`src/rtl/fifo_rr_wr_arbiter.sv`:
```
// Round-robin write-side arbiter: shares one FIFO write port among NUM_REQ producers,
// bounding each grant tenure to BURST_MAX accepted words and stalling on buf_full.
module fifo_rr_wr_arbiter #(
  parameter int NUM_REQ   = 4,
  parameter int DATA_W    = 8,
  parameter int BURST_MAX = 4
) (
  input  logic                         clk,
  input  logic                         rst,
  input  logic [NUM_REQ-1:0]           req,
  input  logic [NUM_REQ*DATA_W-1:0]    req_data,
  input  logic                         buf_full,
  output logic [NUM_REQ-1:0]           gnt,
  output logic [NUM_REQ-1:0]           ack,
  output logic                         wr_en,
  output logic [DATA_W-1:0]            buf_in,
  output logic                         busy,
  output logic [$clog2(NUM_REQ)-1:0]   cur_owner
);

  localparam int OWN_W = $clog2(NUM_REQ);
  localparam int CNT_W = $clog2(BURST_MAX + 1);
  localparam logic [CNT_W-1:0] LAST_CNT = CNT_W'(BURST_MAX - 1);

  typedef enum logic {
    ST_IDLE  = 1'b0,
    ST_GRANT = 1'b1
  } state_t;

  state_t               state_q;
  logic [NUM_REQ-1:0]   gnt_q;
  logic                 busy_q;
  logic [OWN_W-1:0]     cur_owner_q;
  logic [OWN_W-1:0]     last_owner_q;
  logic [CNT_W-1:0]     burst_cnt_q;

  logic [DATA_W-1:0]    words [NUM_REQ];
  logic [OWN_W-1:0]     winner_idx;
  logic                 winner_found;
  logic                 owner_req;
  logic                 last_word;
  logic                 release_now;

  always_comb begin
    for (int i = 0; i < NUM_REQ; i++) begin
      words[i] = req_data[i*DATA_W +: DATA_W];
    end
  end

  // Rotating search starting just after the previous owner; the previous owner is checked last.
  always_comb begin
    logic [OWN_W-1:0] cand;
    winner_found = 1'b0;
    winner_idx   = '0;
    cand         = '0;
    for (int k = 1; k <= NUM_REQ; k++) begin
      cand = OWN_W'((int'(last_owner_q) + k) % NUM_REQ);
      if (!winner_found && req[cand]) begin
        winner_found = 1'b1;
        winner_idx   = cand;
      end
    end
  end

  always_comb begin
    owner_req   = req[cur_owner_q];
    wr_en       = (state_q == ST_GRANT) && owner_req && !buf_full;
    buf_in      = wr_en ? words[cur_owner_q] : '0;
    ack         = wr_en ? (NUM_REQ'(1) << cur_owner_q) : '0;
    last_word   = (burst_cnt_q == LAST_CNT);
    release_now = (wr_en && last_word) || !owner_req;
  end

  always_ff @(posedge clk or negedge rst) begin
    if (!rst) begin
      state_q      <= ST_IDLE;
      gnt_q        <= '0;
      busy_q       <= 1'b0;
      cur_owner_q  <= '0;
      last_owner_q <= OWN_W'(NUM_REQ - 1);
      burst_cnt_q  <= '0;
    end else begin
      case (state_q)
        ST_IDLE: begin
          if (winner_found) begin
            state_q     <= ST_GRANT;
            cur_owner_q <= winner_idx;
            gnt_q       <= NUM_REQ'(1) << winner_idx;
            busy_q      <= 1'b1;
            burst_cnt_q <= '0;
          end
        end
        ST_GRANT: begin
          if (wr_en) begin
            burst_cnt_q <= burst_cnt_q + CNT_W'(1);
          end
          // cur_owner_q deliberately holds so it reports the last owner while idle.
          if (release_now) begin
            state_q      <= ST_IDLE;
            gnt_q        <= '0;
            busy_q       <= 1'b0;
            last_owner_q <= cur_owner_q;
          end
        end
        default: begin
          state_q <= ST_IDLE;
          gnt_q   <= '0;
          busy_q  <= 1'b0;
        end
      endcase
    end
  end

  assign gnt       = gnt_q;
  assign busy      = busy_q;
  assign cur_owner = cur_owner_q;

endmodule

```
`config.mk`:
```
export PLATFORM = sky130hd
export DESIGN_NAME = fifo_rr_wr_arbiter
export DESIGN_NICKNAME = d
export VERILOG_FILES = /design/src/rtl/fifo_rr_wr_arbiter.sv
export SDC_FILE = /design/constraint.sdc
export NUM_CORES = 1
export LEC_CHECK = 0
export BUFFER_PORTS_ARGS = -buffer_cell sky130_fd_sc_hd__clkbuf_2
export CAP_MARGIN = 20
export CORE_UTILIZATION = 35
export CTS_CLUSTER_SIZE = 25
export DETAILED_ROUTE_END_ITERATION = 8
export PLACE_DENSITY = 0.7
export SETUP_SLACK_MARGIN = 0.2
export SLEW_MARGIN = 20
export SYNTH_ARGS = -nofsm -noshare
export SYNTH_HDL_FRONTEND = slang
export SYNTH_SLANG_ARGS = --single-unit
```
`constraint.sdc`:
```
create_clock -name clk -period 1.55 [get_ports clk]
set_clock_uncertainty 0.1 [all_clocks]
set_input_delay 0.0775 -clock clk [delete_from_list [all_inputs] [get_ports clk]]
set_output_delay 0.0775 -clock clk [all_outputs]
set_load 0.05 [all_outputs]
```
# After elaboration in Yosys (flattened, before gate mapping)
# Cells that the tools add are included.
[word_totals] input_bits=39 regBits=13 wordCells=76
[classes] n_shift=2 n_mux=35 eq_ne=4 n_reduce_logical=16 addsub=5 bitwise=2 order_cmp=6
[op_table] operator="$mux W8" n=3
[op_table] operator="$bmux W8 S2" n=1
[op_table] operator="$lt A2 B3 Y1 const B" n=5
[op_table] operator="$mux W1" n=13
[op_table] operator="$mux W4" n=3
[op_table] operator="$bmux W1 S2" n=5
[op_table] operator="$mux W2" n=4
[op_table] operator="$pmux W4 S2" n=1
[op_table] operator="$reduce_and A2 Y1" n=4
[op_table] operator="$shl A1 B2 Y4 const A" n=2
[op_table] operator="$logic_and A1 B1 Y1" n=6
[op_table] operator="$mux W3" n=2
[op_table] operator="$pmux W3 S2" n=1
[op_table] operator="$logic_not A1 Y1" n=5
[op_table] operator="$add A2 B1 Y2 const B" n=2
[op_table] operator="$add A2 B2 Y2 const B" n=2
[op_table] operator="$ne A2 B2 Y1 const B" n=2
[op_table] operator="$pmux W1 S2" n=2
[op_table] operator="$add A3 B1 Y3 const B" n=1
[op_table] operator="$eq A3 B2 Y1 const B" n=1
[op_table] operator="$ge A3 B3 Y1 const B" n=1
[op_table] operator="$not A2 Y3" n=1
[op_table] operator="$ne A2 B1 Y1 const B" n=1
[op_table] operator="$logic_or A1 B1 Y1" n=1
[op_table] operator="$not A1 Y1" n=1

# Logic depth before layout (Yosys ltp)
[logic_depth] word_depth=16 depth_mapped=7

# Worst setup path before layout
# OpenSTA, ideal clock, no wires.
[synth_timing] path_type="register to output" startpoint="register cur_owner_q[1] (netlist: cur_owner[1])" endpoint="output port ack[2]" path_stages_with_launch=6 n_path_buf=2 t_arrival_ps=2524 slack_ps=-1152 required_ps=1372 path_cell_list="dfrtp_1 > buf_6 > mux4_2 > buf_6 > nand2_4 > nor3b_1"
[synth_via] elab_chain_len=5
[synth_rtl] element="start: declaration" line="33" rtl="logic [OWN_W-1:0] cur_owner_q;"
[synth_rtl] element="start signal: assignment" line="87" rtl="cur_owner_q <= winner_idx;"
[synth_rtl] element="$bmux W1 S2" line="66" rtl="owner_req = req[cur_owner_q];"
[synth_rtl] element="$mux W1 (not written as such)" line="66"
[synth_rtl] element="$logic_and A1 B1 Y1 (2 in series)" line="67" rtl="wr_en = (state_q == ST_GRANT) && owner_req && !buf_full;"
[synth_rtl] element="$mux W4 (*)" line="69" rtl="ack = wr_en ? (NUM_REQ'(1) << cur_owner_q) : '0;"
[synth_rtl] element="end: declaration" line="14" rtl="output logic [NUM_REQ-1:0] ack,"
# Mark *: on every way between the ends. The rest lies on a longest branch, timed or not. The select of a mux whose other input is x is not followed.

# Worst setup path in the final report
# Same ends and word-level chain as after synthesis.

==> summary by stage <==
Floorplanning
The initial standard-cell utilization of the core is 37.9%. The die area is 2940 um^2. The number of placed I/O pins is 59. In this run the core area contains 18 standard-cell rows. The die is 54.3 um tall. The core outline area is 2520 um^2. The die is 54.3 um wide.

Critical path
Walking the worst path, the cells encountered are mux4_2, nand2_8, buf_6, nor3b_4, buf_8. For the worst setup path, the data required time is 1370 ps. The register-to-register setup slack is -380 ps. The last element of the critical path is ack[2]. The kind of launch point of the worst setup path is a register.

The worst reg2reg path endpoint is last_owner_q[0]$_DFFE_PN1P_. The peak fanout along the critical path is 5. The worst flop-to-flop path startpoint is cur_owner[1]$_DFFE_PN0P_.

The master of the slowest instance on the critical path is sky130_fd_sc_hd__mux4_2. In this design, the stage delay of the slowest critical-path cell is 450 ps. Counting cells, the worst reg-to-reg path comes to 5. At the worst endpoint, the arrival time is 1790 ps. The type of the worst setup path is register to output pin. The startpoint of the most critical setup path is cur_owner[1]$_DFFE_PN0P_.

The worst setup path is captured at an output pin.

STA
In this run the tightest slew margin relative to its limit is 77.6%. In the finished design, the share of the clock period the worst path needs comes to 127%. Static timing analysis puts the maximum clock frequency at 508 MHz. The final sum of negative setup slack is -7540 ps. The final hold slack is 108 ps. Setup violations remaining at the end of the flow were counted as 24.

Setup repair after global routing could not meet its margin everywhere. At the pin with the least slew margin, the transition time is 337 ps. The count of pins over their slew limit is 0. The final hold violation count is 0. The worst setup slack after layout is -419 ps. The minimum clock period is 1970 ps.

Clock network
In this run the number of H-tree levels came out at 1. The clock sink count is 13. The buffer depth of the longest clock path is 2. Counting the buffers created by CTS gives 3. The clock transition at the registers of the reported paths is 80 ps.

The CTS tree is yes. Clock latency on the worst-skew pair, taken at its later pin, is 290 ps. The buffer cell driving the clock tree root is sky130_fd_sc_hd__clkbuf_4.

Worst hold path
The min-delay analysis places its worst path in the category input pin to asynchronous set/reset pin.

Run
The max-capacitance violation count is 0.

Run status
The final reports fail on setup timing. The run finished, with violations left.

GRT
The first-pass GRT wire length is 4.23 mm. The overflow left after global routing is 0. Entering global routing, the biggest net connects 16 pins. The initial antenna violation count is 0. The number of global-route vias before repair is 1014. The overall routing resource usage is 20.2%.

Layout
From synthesis to final layout, the design area changed by 89.9%. The net count reported at finish is 213. The share of cells above drive strength 1 is 73.7%.

The count of antenna diodes in the layout is 0. The final core utilization is 72.0%.

Drt
Before antenna repair, the detailed router went through 4 iterations. In this run, the number of DRC markers left after iteration 0 of detailed routing was 15. The routed design has 2.96 mm of wire. After detailed routing, the number of vias per cell comes to 5.28. The average wire length per cell after detail routing is 14.7 um. The routed layout has 1061 vias. After detailed routing, the number of remaining DRC violations is 0.

The remaining antenna violation count after routing is 0.

Logic synthesis
Of the post-synthesis cell area, the dominant cell type holds 28.8%. The sequential fraction of the synthesis area is 34.3%. The number of distinct standard cells referenced by the synthesized netlist is 34. The netlist area before placement is 956 um^2. The cell count after synthesis is 87. Counting flops with an async set or reset pin after synthesis yields a share of 100%. The leading area contributor after synthesis is sky130_fd_sc_hd__dfrtp_1. By area the synthesized netlist is led by sky130_fd_sc_hd__dfrtp_1 (29%), sky130_fd_sc_hd__mux4_2 (19%), sky130_fd_sc_hd__and3_1 (5.9%). Yosys printed 0 warnings.

The mean instance size in the synthesized netlist is 11.0 um^2. The net count after synthesis is 128. The number of flops mapped to enable cells by yosys is 0. In this run, synthesis produced a sequential element count of 13.

The prevailing post-synth register cell is sky130_fd_sc_hd__dfrtp_1.

Pwr
In this run the power density over the cells is 1920 nW/um^2. After layout, the design draws a total of 3.48 mW. The worst supply voltage drop on vdd is 1.17 mV. The leakage component of the power is 0.896 nW.

Placement
The count of buffers inserted at the top-level ports is 58. Detailed placement ended at an HPWL of 2.09 mm. Routability-driven placement finished with a final weighted congestion of 0.710.
==> what timing repair did <==
| item | 4_1_cts | 5_1_grt |
|---|---|---|
| endpoints found under the setup margin | 26 | 27 |
| hold buffers | 1 | 0 |
| pin swaps | 5 | 6 |
| gates resized for setup | 39 | 22 |
| setup buffers | 7 | 1 |
| endpoints found under the hold margin | 13 | 0 |
| gates cloned | 1 | 0 |
==> routing by layer <==
metal | track usage [%] | routed length [um] | vias up
met4 | 8.55 | 29 | 0
met3 | 3.06 | 205 | 3
met2 | 37.4 | 1620 | 51
met5 | 0 | 0 | -
li1 | - | - | 498
met1 | 22.8 | 1110 | 509
==> cell families (layout without fill, tap and decap cells) <==
| group | after synthesis | count (layout) | share of synthesized area, % |
|---|---|---|---|
| buf+inv | 9 | 92 | 5.37 |
| compound gates | 13 | 13 | 11.0 |
| simple gates | 36 | 36 | 19.5 |
| flops | 13 | 13 | 34.3 |
| fa+ha+maj | 2 | 2 | 2.62 |
| mux | 14 | 15 | 27.2 |
==> Yosys cell counts (all sizes together), types with 2 or more instances <==
cell,n
nand2,13
dfrtp,11
and3,9
mux4,9
nor2,6
buf,4
inv,3
mux2,3
o21ai,3
a21o,2
clkbuf,2
dfstp,2
ha,2
mux2i,2
nand2b,2
nand3,2
==> layout by cell type, fill, tap and decap left out, types with 2 or more instances in the layout <==
master and instances:
sky130_fd_sc_hd__nand3_1 2, sky130_fd_sc_hd__buf_8 11, sky130_fd_sc_hd__and3_2 4, sky130_fd_sc_hd__dfrtp_2 2, sky130_fd_sc_hd__o21ai_1 2, sky130_fd_sc_hd__mux2_4 3
sky130_fd_sc_hd__nand2_1 9, sky130_fd_sc_hd__buf_6 7, sky130_fd_sc_hd__and3_4 5, sky130_fd_sc_hd__inv_1 2, sky130_fd_sc_hd__mux2i_1 2, sky130_fd_sc_hd__clkbuf_4 3
sky130_fd_sc_hd__clkbuf_16 2, sky130_fd_sc_hd__nor2_1 4, sky130_fd_sc_hd__ha_1 2, sky130_fd_sc_hd__buf_4 19, sky130_fd_sc_hd__clkbuf_2 44, sky130_fd_sc_hd__a21o_1 2
sky130_fd_sc_hd__dfstp_2 2, sky130_fd_sc_hd__dfrtp_1 9, sky130_fd_sc_hd__mux4_2 9, sky130_fd_sc_hd__nand2_2 2
==> where the power goes <==
group          total, mW  switching (mW)  leakage, nW  internal [mW]
clock network      0.223           0.123       0.0150          0.100
logic               2.63            1.35        0.722           1.28
registers          0.630           0.125        0.158          0.505
total               3.48            1.59        0.896           1.89
==> state kept, by name, indices dropped and copies added (netlist names) <==
signal        cells
state_q           1
last_owner_q      2
busy              1
burst_cnt_q       3
cur_owner         2
gnt               4
==> final cells by class <==
cell class                      count  area (um^2)
Clock buffer                        4         26.3
Multi-Input combinational cell     66          717
Fill cell                         160          707
Inverter                            3         23.8
Tap cell                           30         37.5
Timing Repair Buffer               85          681
Sequential cell                    13          330
==> per-stage QoR <==
step | setup slack (ps) | instance area [um^2] | instances
after CTS | -441 | 1740 | 200
final | -419 | 1820 | 201
after global routing | -464 | 1820 | 201
after detailed placement | -253 | 1460 | 187
after global placement | -210 | 1460 | 187
after floorplan | -409 | 1040 | 87
==> worst min path at each step <==
stage	startpoint	end	slack, ps	depth (start not counted)
6_report	rst	busy$_DFFE_PN0P_	110	2
5_1_grt	rst	gnt[2]$_DFFE_PN0P_	160	2
4_1_cts	rst	gnt[2]$_DFFE_PN0P_	110	2
3_5_place_dp	rst	busy$_DFFE_PN0P_	-110	1
3_3_place_gp	rst	busy$_DFFE_PN0P_	-120	1
2_1_floorplan	rst	burst_cnt_q[0]$_DFFE_PN0P_	-320	0
==> worst max-delay path: cells and delay by family (launching register included) <==
kind	cells	cell delay [ps]
buf+inv	2	300
flops	1	430
mux	1	450
simple gates	2	310
Note: power is estimated with default switching activity, not from simulation.
